--- src/rtl/gen_arb_pkg.sv ---
// Shared state encoding, width/timeout defaults and index helper for gen_arbiter.
package gen_arb_pkg;

  typedef enum logic [1:0] {
    IDLE  = 2'd0,
    START = 2'd1,
    BUSY  = 2'd2
  } state_t;

  localparam int unsigned DEF_DATA_W      = 32;
  localparam int unsigned DEF_TIMEOUT_CYC = 1024;

  function automatic int unsigned next_idx(input int unsigned idx, input int unsigned n);
    return (idx + 1) % n;
  endfunction

endpackage

--- src/rtl/rr_arbiter.sv ---
// Combinational round-robin winner search: first asserted request at or after ptr,
// wrapping modulo NUM_REQ; returns a one-hot grant and its index.
module rr_arbiter
  import gen_arb_pkg::*;
#(
  parameter int unsigned NUM_REQ = 4,
  parameter int unsigned IDX_W   = $clog2(NUM_REQ)
) (
  input  logic [NUM_REQ-1:0] req,
  input  logic [IDX_W-1:0]   ptr,
  output logic [NUM_REQ-1:0] grant,
  output logic [IDX_W-1:0]   idx,
  output logic               any
);

  logic             found;
  logic [IDX_W-1:0] k;

  always_comb begin
    grant = '0;
    idx   = '0;
    found = 1'b0;
    k     = '0;
    for (int unsigned off = 0; off < NUM_REQ; off++) begin
      k = IDX_W'((32'(ptr) + off) % NUM_REQ);
      if (!found && req[k]) begin
        found    = 1'b1;
        grant[k] = 1'b1;
        idx      = k;
      end
    end
  end

  assign any = |req;

endmodule

--- src/rtl/gen_arbiter.sv ---
// Shares one sequence generator among NUM_REQ requesters, forwarding its tagged result
// stream. Define GEN_ARB_TIMEOUT_EN to add the BUSY watchdog (TIMEOUT_CYC, rsp_err, gen_abort).
module gen_arbiter
  import gen_arb_pkg::*;
#(
  parameter int unsigned NUM_REQ = 4,
  parameter int unsigned DATA_W  = DEF_DATA_W
`ifdef GEN_ARB_TIMEOUT_EN
  ,
  parameter int unsigned TIMEOUT_CYC = DEF_TIMEOUT_CYC
`endif
) (
  input  logic                            clock,
  input  logic                            reset,
  input  logic [NUM_REQ-1:0]              req_valid,
  input  logic [NUM_REQ-1:0][DATA_W-1:0]  req_n,
  output logic [NUM_REQ-1:0]              req_ready,
  output logic                            rsp_valid,
  output logic                            rsp_done,
  output logic [DATA_W-1:0]               rsp_data,
  output logic [$clog2(NUM_REQ)-1:0]      rsp_id,
  input  logic                            rsp_ready,
  output logic [DATA_W-1:0]               gen_n,
  output logic                            gen_start,
  output logic                            gen_ready,
  input  logic                            gen_valid,
  input  logic                            gen_done,
  input  logic [DATA_W-1:0]               gen_out
`ifdef GEN_ARB_TIMEOUT_EN
  ,
  output logic                            rsp_err,
  output logic                            gen_abort
`endif
);

  localparam int unsigned ID_W = $clog2(NUM_REQ);

  state_t              state;
  logic [ID_W-1:0]     rr_ptr;
  logic [ID_W-1:0]     cur_id;
  logic [DATA_W-1:0]   cur_n;
  logic                rst_d;

  logic [NUM_REQ-1:0]  grant;
  logic [ID_W-1:0]     win_idx;
  logic                any_req;
  logic                quiet;
  logic                busy;
  logic                fwd;

  rr_arbiter #(
    .NUM_REQ (NUM_REQ),
    .IDX_W   (ID_W)
  ) u_rr (
    .req   (req_valid),
    .ptr   (rr_ptr),
    .grant (grant),
    .idx   (win_idx),
    .any   (any_req)
  );

  // Outputs stay silent during reset and the cycle after, so a grant can't fire
  // while the arbiter still holds pre-reset state.
  assign quiet = reset | rst_d;
  assign busy  = (state == BUSY) && !quiet;

  assign req_ready = ((state == IDLE) && !quiet) ? grant : '0;
  assign gen_start = (state == START) && !quiet;
  assign gen_n     = quiet ? '0 : cur_n;
  assign rsp_id    = busy ? cur_id : '0;

`ifdef GEN_ARB_TIMEOUT_EN
  localparam int unsigned CNT_W = $clog2(TIMEOUT_CYC + 1);

  logic [CNT_W-1:0] cnt;
  logic             abort_q;
  logic             timed_out;
  logic             err_beat;

  assign timed_out = (cnt == CNT_W'(TIMEOUT_CYC));
  // Once the watchdog fires the generator is disconnected; the error beat is
  // synthesised locally and the following cycle carries the abort pulse.
  assign fwd       = busy && !timed_out && !abort_q;
  assign err_beat  = busy && timed_out && !abort_q;
  assign rsp_valid = (fwd && gen_valid) || err_beat;
  assign rsp_done  = (fwd && gen_done) || err_beat;
  assign rsp_err   = err_beat;
  assign gen_abort = busy && abort_q;
`else
  assign fwd       = busy;
  assign rsp_valid = fwd && gen_valid;
  assign rsp_done  = fwd && gen_done;
`endif

  assign rsp_data  = fwd ? gen_out : '0;
  assign gen_ready = fwd && rsp_ready;

  always_ff @(posedge clock) begin
    rst_d <= reset;
    if (reset) begin
      state  <= IDLE;
      rr_ptr <= '0;
      cur_id <= '0;
      cur_n  <= '0;
`ifdef GEN_ARB_TIMEOUT_EN
      cnt     <= '0;
      abort_q <= 1'b0;
`endif
    end else begin
      case (state)
        IDLE: begin
          if (any_req && !rst_d) begin
            cur_id <= win_idx;
            cur_n  <= req_n[win_idx];
            state  <= START;
          end
        end
        START: begin
          state <= BUSY;
`ifdef GEN_ARB_TIMEOUT_EN
          cnt     <= '0;
          abort_q <= 1'b0;
`endif
        end
        BUSY: begin
`ifdef GEN_ARB_TIMEOUT_EN
          if (abort_q) begin
            abort_q <= 1'b0;
            state   <= IDLE;
            rr_ptr  <= ID_W'(next_idx(32'(cur_id), NUM_REQ));
          end else if (timed_out) begin
            if (rsp_ready) abort_q <= 1'b1;
          end else begin
            if (gen_valid) cnt <= '0;
            else           cnt <= cnt + 1'b1;
            if (gen_valid && gen_done && rsp_ready) begin
              state  <= IDLE;
              rr_ptr <= ID_W'(next_idx(32'(cur_id), NUM_REQ));
            end
          end
`else
          if (gen_valid && gen_done && rsp_ready) begin
            state  <= IDLE;
            rr_ptr <= ID_W'(next_idx(32'(cur_id), NUM_REQ));
          end
`endif
        end
        default: state <= IDLE;
      endcase
    end
  end

endmodule

--- config.mk ---
export PLATFORM = sky130hd
export DESIGN_NAME = gen_arbiter
export DESIGN_NICKNAME = d
export VERILOG_FILES = /design/src/rtl/gen_arb_pkg.sv /design/src/rtl/rr_arbiter.sv /design/src/rtl/gen_arbiter.sv
export SDC_FILE = /design/constraint.sdc
export NUM_CORES = 1
export LEC_CHECK = 0
export BUFFER_PORTS_ARGS = -buffer_cell sky130_fd_sc_hd__buf_2
export CELL_PAD_IN_SITES_DETAIL_PLACEMENT = 1
export CELL_PAD_IN_SITES_GLOBAL_PLACEMENT = 2
export CORE_UTILIZATION = 21
export DETAILED_ROUTE_END_ITERATION = 6
export GPL_ROUTABILITY_DRIVEN = 0
export PLACE_DENSITY_LB_ADDON = 0.1
export RECOVER_POWER = 25
export SYNTH_ARGS = -nofsm -noshare
export SYNTH_HDL_FRONTEND = slang
export SYNTH_SLANG_ARGS = --single-unit
export TNS_END_PERCENT = 5
--- constraint.sdc ---
create_clock -name clock -period 3.7 [get_ports clock]
set_clock_uncertainty 0.15 [all_clocks]
set_input_delay 0.74 -clock clock [delete_from_list [all_inputs] [get_ports clock]]
set_output_delay 0.74 -clock clock [all_outputs]
set_load 0.02 [all_outputs]
==> results of run 1 <==
-- sequential cells by signal, summed over array words and instances (netlist names) --
| name | flops |
|---|---|
| rst_d | 1 |
| cur_n | 32 |
| rr_ptr | 2 |
| cur_id | 2 |
| state | 2 |
-- metrics by stage --
| stage | cell area [µm²] | hold WS, ns |
|---|---|---|
| floorplan | 3250 | 0.284 |
| global placement | 4630 | 0.295 |
| detailed placement | 4630 | 0.303 |
| CTS | 4810 | 0.318 |
| global route | 4770 | 0.346 |
| finish | 4770 | 0.312 |
-- Yosys cell counts, types with 5 or more instances --
library cell   n  area (µm²)
and2_1        71         444
mux2i_1       50         500
dfxtp_1       39         781
o211ai_1      30         225
a21oi_1       22         110
clkbuf_1      22        82.6
a221oi_1      21         184
nand2_1       19        71.3
nor2_1        19        71.3
nor3b_1       16         120
o21a_1        16         120
ha_1           7        87.6
a22oi_1        5        37.5
buf_2          5        25.0
-- cell type report --
| type | count | share of cell area |
|---|---|---|
| timing repair buffer | 254 | 0.268 |
| multi-input combinational | 310 | 0.478 |
| inverter | 6 | 0.00472 |
| clock inverter | 2 | 0.00734 |
| tap | 188 | 0.0493 |
| clock buffer | 6 | 0.0291 |
| sequential | 39 | 0.164 |
-- worst max-delay path, stage by stage, from the launching register on --
cell and delay, ns:
dfxtp_2 0.42, inv_1 0.13, ha_2 0.44, mux4_2 0.42, nor2b_2 0.29, a22oi_1 0.11, nor2_1 0.13, a221oi_1 0.07
nor2_1 0.12, buf_2 0.17
-- cells in the final DEF (no fill, tap or decap), types with 7 or more instances in the layout --
cell and count:
mux2i_1 50, clkbuf_1 21, nor2_1 18, dfxtp_1 38
o211ai_1 30, nor3b_1 16, o21a_1 16, buf_4 7
nand2_1 19, buf_2 224, a21oi_1 22, a221oi_1 21
and2_1 70
-- final timing paths --
| kind | from | to | depth (start not counted) |
|---|---|---|---|
| max | rr_ptr[1] | req_ready[1] | 9 |
| min | cur_n[17] | cur_n[17] | 2 |
| max reg2reg | rr_ptr[1] | cur_n[10] | 9 |
| min reg2reg | cur_n[17] | cur_n[17] | 2 |
-- report_power, final --
| group | internal (W) | switching [W] | total [W] | leakage (nW) |
|---|---|---|---|---|
| logic | 0.000194 | 0.000216 | 0.000410 | 1.97 |
| clock network | 0.000336 | 0.000180 | 0.000515 | 0.0868 |
| registers | 0.000466 | 0.0000209 | 0.000486 | 0.322 |
-- kinds of logic after synthesis --
group,count (synthesis),share of synthesized area
XOR/XNOR,1,0.00269
multiplexers,53,0.175
adder cells (fa/ha/maj),7,0.0269
AND/OR/NAND/NOR,145,0.257
AO/OA/AOI/OAI,104,0.233
flip-flops,39,0.240
buffers and inverters,40,0.0654
-- layer usage --
| metal | GRT usage | vias up |
|---|---|---|
| met5 | 0 | - |
| met4 | 0.0383 | 0 |
| met3 | 0.0426 | 10 |
| met2 | 0.299 | 175 |
| met1 | 0.166 | 1752 |
| li1 | - | 1876 |
==> flow_metrics.env, run 1 <==
export IMPL_status="finished, violations left"
export IMPL_violations="capacitance limit, slew limit"
export IMPL_grtUsageTotal=0.156
export IMPL_row_count=45
export IMPL_remaining_drc_errors=0
export IMPL_syn2layout_area_growth_pct=46.8
export IMPL_place_hpwl_um=9900
export IMPL_synthesis_instances=389
export IMPL_seq_area_frac_synth=0.240
export IMPL_clock_tree_htree_level_count=2
export IMPL_highest_layer="met4"
export IMPL_die_h_um=126
export IMPL_wl_um=12800
export IMPL_post_cts_buffers=0
export IMPL_cts_buffers=5
export IMPL_ioPinCount=243
export IMPL_clk_latency_ns=0.28
export IMPL_period_share=0.941
export IMPL_avgSynthCellArea_um2=8.36
export IMPL_reg2reg_slack_ns=0.67
export IMPL_async_reset_ff_frac=0
export IMPL_root_buffer="clkbuf_16"
export IMPL_netlist_area_um2=3250
export IMPL_vdd_drop_max_uv=151
export IMPL_yosysWarnings=0
export IMPL_grt_setup_unrepaired="false"
export IMPL_path_max_fanout=8
export IMPL_final_max_slew_violation_count=34
export IMPL_synth_edf_count=0
export IMPL_grt_pass1_vias=3892
export IMPL_multi_input_comb_area_um2=2280
export IMPL_grt_max_degree=38
export IMPL_tritoncts="yes"
export IMPL_startpoint_type="flip-flop"
export IMPL_hold_viol=0
export IMPL_synth_fp_nets=565
export IMPL_fp_dieW_um=126
export IMPL_placedCellCount=797
export IMPL_slew_headroom=-0.106
export IMPL_drive_gt1_frac=0.413
export IMPL_synth_seq_cells=39
export IMPL_critPathCaptureType="output port"
export IMPL_setup_violations=0
export IMPL_grt_ovfl_total=0
export IMPL_grt_antenna_before_repair=0
export IMPL_fin_crit_ns=3.48
export IMPL_post_place_ws_ns=0.0987
export IMPL_leakage_nw=2.38
export IMPL_drtPass1Iterations=4
export IMPL_routedWlPerCell_um=15.9
export IMPL_criticalPathCategory="flip-flop to output port"
export IMPL_synth_cell_type_count=43
export IMPL_p_total_w=0.00141
export IMPL_diodes=0
export IMPL_ctsHoldBuffers=0
export IMPL_final_util=0.315
export IMPL_met2_wirelength_um=6490
export IMPL_fillers=1892
export IMPL_core_area_um2=15100
export IMPL_vias=3813
export IMPL_ant_nets=0
export IMPL_grt_pass1_wl_um=19600
export IMPL_viasPerCell=4.74
export IMPL_layout_area_seq_um2=782
export IMPL_dieArea_um2=16000
export IMPL_io_buffer_count=242
export IMPL_fmax_ghz=0.287
export IMPL_cts_repair_resized=1
export IMPL_met1_length_um=5100
export IMPL_synth_flop_cell="dfxtp_1"
export IMPL_arrival_ns=2.59
export IMPL_cts_buffer_depth=2
export IMPL_worst_pin_slew_ns=1.66
export IMPL_tns_ns=0
export IMPL_fin_ws_ns=0.219
export IMPL_start_util=0.215
export IMPL_drt_iter0_drc=100
export IMPL_clock_sinks=39
export IMPL_min_path_type="flip-flop to flip-flop"
export IMPL_path_clk_slew_ns=0.06
export IMPL_cap_violations=1
export IMPL_stdcell_count=805
export IMPL_pwr_density_cell_nw_per_um2=296
export IMPL_cp_data_required_time_ns=2.81
export IMPL_nets=792
export IMPL_wl_met3_um=1030
Note: power is estimated with default switching activity, not from simulation.
==> inputs of run 2 (changes only) <==
--- a/config.mk
+++ b/config.mk
@@ -5,10 +5,11 @@
 export SDC_FILE = /design/constraint.sdc
 export NUM_CORES = 1
 export LEC_CHECK = 0
+export ABC_AREA = 1
 export BUFFER_PORTS_ARGS = -buffer_cell sky130_fd_sc_hd__buf_2
 export CELL_PAD_IN_SITES_DETAIL_PLACEMENT = 1
 export CELL_PAD_IN_SITES_GLOBAL_PLACEMENT = 2
-export CORE_UTILIZATION = 21
+export CORE_UTILIZATION = 20
 export DETAILED_ROUTE_END_ITERATION = 6
 export GPL_ROUTABILITY_DRIVEN = 0
 export PLACE_DENSITY_LB_ADDON = 0.1
==> flow_metrics.env, run 2 <==
export IMPL_netlist_area_um2=3930
export IMPL_grt_pass1_wl_um=26500
export IMPL_stdcell_count=1196
export IMPL_cts_buffer_depth=2
export IMPL_yosys_cell_count_top_type="inv_1"
export IMPL_dieArea_um2=20200
export IMPL_clock_sinks=39
export IMPL_arrival_ns=2.57
export IMPL_setup_violations=0
export IMPL_min_path_type="flip-flop to flip-flop"
export IMPL_placedCellCount=1188
export IMPL_min_from="cur_id[0]"
export IMPL_post_cts_buffers=0
export IMPL_drive_gt1_frac=0.267
export IMPL_syn2layout_area_growth_pct=38.6
export IMPL_synth_top_cell_area_share=0.199
export IMPL_grtUsageTotal=0.169
export IMPL_synth_flop_cell="dfxtp_1"
export IMPL_start_util=0.207
export IMPL_drt_iter0_drc=151
export IMPL_synth_compound_area_frac=0.0614
export IMPL_async_reset_ff_frac=0
export IMPL_ctsHoldBuffers=0
export IMPL_die_h_um=142
export IMPL_synth_simple_area_share=0.492
export IMPL_violations="capacitance limit, slew limit"
export IMPL_place_hpwl_um=13100
export IMPL_cts_buffers=5
export IMPL_cap_violations=1
export IMPL_fin_crit_ns=3.46
export IMPL_wl_um=17200
export IMPL_synth_mux_area_frac=0
export IMPL_synth_cell_type_count=29
export IMPL_synth_top_family_by_area="simple AND/OR/NAND/NOR gates"
export IMPL_layout_common_cells="buf_2, inv_1, nand2_1"
export IMPL_largest_reg_flops=32
export IMPL_largest_register="cur_n"
export IMPL_layout_area_seq_um2=781
export IMPL_ys_top_cells_by_area="dfxtp_1, inv_1, nand2_1, nand3_1, nand3b_1"
export IMPL_tritoncts="yes"
export IMPL_synth_largest_area_cell="dfxtp_1"
export IMPL_worst_pin_slew_ns=1.83
export IMPL_rr_startpoint="rr_ptr[0]"
export IMPL_synth_fp_nets=894
export IMPL_root_buffer="clkbuf_16"
export IMPL_routedWlPerCell_um=14.4
export IMPL_tns_ns=0
export IMPL_pwr_density_cell_nw_per_um2=280
export IMPL_cts_repair_resized=0
export IMPL_synthesis_instances=718
export IMPL_yosysWarnings=0
export IMPL_cp_data_required_time_ns=2.81
export IMPL_reg2reg_slack_ns=0.48
export IMPL_period_share=0.935
export IMPL_remaining_drc_errors=0
export IMPL_slew_headroom=-0.218
export IMPL_hold_viol=0
export IMPL_critPathCaptureType="output port"
export IMPL_layout_commonest_cell="buf_2"
export IMPL_row_count=50
export IMPL_grt_pass1_vias=5158
export IMPL_vdd_drop_max_uv=140
export IMPL_status="finished, violations left"
export IMPL_synth_fa_ha_area_frac=0.0223
export IMPL_core_area_um2=19000
export IMPL_path_clk_slew_ns=0.07
export IMPL_grt_ovfl_total=0
export IMPL_multi_input_comb_area_um2=2270
export IMPL_leakage_nw=3.31
export IMPL_io_buffer_count=242
export IMPL_clk_latency_ns=0.30
export IMPL_ioPinCount=243
export IMPL_synth_edf_count=0
export IMPL_viasPerCell=4.22
export IMPL_seq_area_frac_synth=0.199
export IMPL_fillers=2646
export IMPL_synth_xor_area_frac=0
export IMPL_grt_antenna_before_repair=1
export IMPL_synth_common_cells="inv_1, nand2_1, nand3_1, nor2_1, nand3b_1"
export IMPL_clock_tree_htree_level_count=2
export IMPL_worstHoldPathCells=1
export IMPL_ant_nets=0
export IMPL_synth_seq_cells=39
export IMPL_vias=5046
export IMPL_final_max_slew_violation_count=35
export IMPL_fp_dieW_um=142
export IMPL_fmax_ghz=0.289
export IMPL_grt_max_degree=65
export IMPL_criticalPathCategory="flip-flop to output port"
export IMPL_startpoint_type="flip-flop"
export IMPL_avgSynthCellArea_um2=5.48
export IMPL_ff2ff_path_depth=16
export IMPL_nets=1111
export IMPL_grt_setup_unrepaired="false"
export IMPL_holdPathEnd="rr_ptr[0]"
export IMPL_r2r_end="cur_n[6]"
export IMPL_diodes=0
export IMPL_drtPass1Iterations=4
export IMPL_path_max_fanout=11
## run 2: critical path: stages (launching register included)
cell and delay, ns:
dfxtp_1 0.55, inv_2 0.17, ha_1 0.39, inv_1 0.10, nand3_1 0.09, nand2_2 0.12, inv_2 0.07, nor2_8 0.14
nand2_2 0.08, inv_1 0.09, nand3_1 0.08, o211ai_1 0.09, nand2_1 0.08, inv_1 0.07, buf_2 0.15
## run 2: cell type report
type | count | share of cell area
Inverter | 177 | 0.122
Sequential cell | 39 | 0.143
Tap cell | 260 | 0.0597
Clock buffer | 8 | 0.0287
Multi-Input combinational cell | 460 | 0.417
Timing Repair Buffer | 252 | 0.230
## run 2: stage by stage
stage	util	hold WS, ns	setup WS [ns]	power, W	instance area [µm²]
2_1_floorplan	-	0.278	0.927	0.000866	3930
4_1_cts	0.288	0.317	0.197	0.00156	5480
6_report	0.287	0.310	0.241	0.00152	5450
3_5_place_dp	0.280	0.314	0.488	0.00107	5330
5_1_grt	0.287	0.337	0.00387	0.00165	5450
3_3_place_gp	0.280	0.306	0.522	0.00106	5330
## run 2: cell families after synthesis
family	after synthesis
compound gates	44
fa+ha+maj	7
buf+inv	219
flops	39
simple gates	409
## run 2: report_power, final
| group | internal (W) | switching, W |
|---|---|---|
| logic | 0.000217 | 0.000355 |
| clock network | 0.000288 | 0.000186 |
| registers | 0.000463 | 0.0000155 |
| total | 0.000968 | 0.000556 |
## run 2: how the worst max path moves through the flow
| stage | from | to | slack, ns | cells after the start |
|---|---|---|---|---|
| after detailed placement | rr_ptr[0] | cur_n[6] | 0.49 | 16 |
| after floorplan | rr_ptr[0] | req_ready[2] | 0.93 | 13 |
| final | rr_ptr[0] | req_ready[2] | 0.24 | 14 |
| after global routing | rr_ptr[0] | req_ready[2] | 0.004 | 14 |
| after CTS | rr_ptr[0] | req_ready[2] | 0.20 | 14 |
| after global placement | req_valid[1] | cur_n[10] | 0.52 | 8 |
## run 2: metal layers
| metal | wire length [µm] | global-route usage | vias to the layer above |
|---|---|---|---|
| met1 | 7800 | 0.209 | 2279 |
| li1 | - | - | 2604 |
| met4 | 140 | 0.0311 | 2 |
| met5 | 8 | 0 | - |
| met3 | 1140 | 0.0417 | 12 |
| met2 | 8110 | 0.295 | 149 |
==> inputs of run 3 (changes only) <==
--- a/config.mk
+++ b/config.mk
@@ -14,6 +14,7 @@
 export GPL_ROUTABILITY_DRIVEN = 0
 export PLACE_DENSITY_LB_ADDON = 0.1
 export RECOVER_POWER = 25
+export REMOVE_ABC_BUFFERS = 1
 export SYNTH_ARGS = -nofsm -noshare
 export SYNTH_HDL_FRONTEND = slang
 export SYNTH_SLANG_ARGS = --single-unit
==> flow_metrics.env, run 3 (synthesis results as in run 2) <==
export IMPL_min_path_type="flip-flop to flip-flop"
export IMPL_final_util=0.285
export IMPL_grt_setup_unrepaired="false"
export IMPL_layout_common_cells="buf_2, inv_1, nand2_1"
export IMPL_vdd_drop_max_uv=144
export IMPL_dieArea_um2=20200
export IMPL_worst_pin_slew_ns=1.78
export IMPL_remaining_drc_errors=0
export IMPL_violations="capacitance limit, slew limit"
export IMPL_cts_buffers=5
export IMPL_diodes=0
export IMPL_fmax_ghz=0.289
export IMPL_p_clk_frac=0.286
export IMPL_combPwrFrac=0.389
export IMPL_viasPerCell=4.30
export IMPL_final_max_slew_violation_count=35
export IMPL_grt_max_degree=65
export IMPL_fp_dieW_um=142
export IMPL_fin_ws_ns=0.241
export IMPL_fin_hold_ws_ns=0.338
export IMPL_drtPass1Iterations=4
export IMPL_io_buffer_count=242
export IMPL_clock_tree_htree_level_count=2
export IMPL_routedWlPerCell_um=14.0
export IMPL_hold_viol=0
export IMPL_p_sw_frac=0.369
export IMPL_period_share=0.935
export IMPL_place_hpwl_um=12800
export IMPL_grt_antenna_before_repair=0
export IMPL_post_cts_buffers=0
export IMPL_clk_latency_ns=0.28
export IMPL_criticalPathCategory="flip-flop to output port"
export IMPL_row_count=50
export IMPL_leakage_nw=3.30
export IMPL_largest_reg_flops=32
export IMPL_pwr_density_cell_nw_per_um2=271
export IMPL_ctsHoldBuffers=0
export IMPL_core_area_um2=19000
export IMPL_pwr_share_seq=0.325
export IMPL_drive_gt1_frac=0.265
export IMPL_slew_headroom=-0.188
export IMPL_path_max_fanout=11
export IMPL_layout_commonest_cell="buf_2"
export IMPL_grt_pass1_vias=5253
export IMPL_root_buffer="clkbuf_16"
export IMPL_path_clk_slew_ns=0.06
export IMPL_cp_data_required_time_ns=2.81
export IMPL_vias=5139
export IMPL_drt_iter0_drc=117
export IMPL_grt_ovfl_total=0
export IMPL_largest_register="cur_n"
export IMPL_status="finished, violations left"
export IMPL_ant_nets=0
export IMPL_start_util=0.207
export IMPL_setup_violations=0
export IMPL_grtUsageTotal=0.166
export IMPL_nets=1111
export IMPL_wl_um=16800
export IMPL_syn2layout_area_growth_pct=38.1
export IMPL_startpoint_type="flip-flop"
export IMPL_net_switching_power_w=0.000543
export IMPL_post_place_ws_ns=0.451
export IMPL_die_h_um=142
export IMPL_internal_power_w=0.000928
export IMPL_clock_sinks=39
export IMPL_cts_repair_resized=0
export IMPL_grt_pass1_wl_um=26600
export IMPL_cap_violations=1
export IMPL_critPathCaptureType="output port"
export IMPL_fin_crit_ns=3.46
export IMPL_tritoncts="yes"
export IMPL_cts_buffer_depth=2
export IMPL_ioPinCount=243
export IMPL_arrival_ns=2.57
run 3: changes by cell type in the layout (fill, tap and decap cells not counted), sizes merged:
| cell | before | now |
|---|---|---|
| clkinv | 2 | 3 |
| buf | 228 | 227 |
run 3: power by group through the flow:
stage / Clock [W] / Sequential [W] / Combinational [W]
3_5_place_dp: 0 / 0.000488 / 0.000588
3_3_place_gp: 0 / 0.000486 / 0.000575
6_report: 0.000421 / 0.000478 / 0.000573
4_1_cts: 0.000444 / 0.000479 / 0.000591
5_1_grt: 0.000461 / 0.000483 / 0.000657
2_1_floorplan: 0 / 0.000483 / 0.000349
run 3: routing by layer:
metal	global-route usage	routed length, µm
met4	0.0243	130
met1	0.198	7340
met3	0.0384	1320
met5	0	0
met2	0.303	7980
run 3: worst paths after layout:
path	end	start	depth (start not counted)	slack [ns]
min	rr_ptr[1]	cur_id[1]	2	0.34
max	req_ready[2]	rr_ptr[0]	14	0.24
min reg2reg	rr_ptr[1]	cur_id[1]	2	0.34
max reg2reg	cur_n[10]	rr_ptr[0]	15	0.45
run 3: critical path, cell delays in order, from the launching register on:
cell and delay [ns]:
dfxtp_1 0.56, inv_2 0.17, ha_1 0.40, inv_1 0.10, nand3_1 0.09, nand2_2 0.13
inv_2 0.08, nor2_8 0.13, nand2_2 0.07, inv_1 0.10, nand3_1 0.08, o211ai_1 0.09
nand2_1 0.06, inv_1 0.06, buf_2 0.16
run 3: area by class of cell:
class / count / area [µm²]
Clock buffer: 7 / 133
Clock inverter: 1 / 5.00
Fill cell: 2640 / 13600
Inverter: 177 / 664
Multi-Input combinational cell: 460 / 2270
Sequential cell: 39 / 781
Tap cell: 260 / 325
Timing Repair Buffer: 252 / 1250
run 3: stage by stage:
step	cells	instance area (µm²)	total power (W)	TNS, ns
after detailed placement	1188	5330	0.00108	0
after CTS	1196	5460	0.00151	0
final	1196	5430	0.00147	0
after global routing	1196	5430	0.00160	0
after floorplan	676	3710	0.000832	-44.87
after global placement	1188	5330	0.00106	0
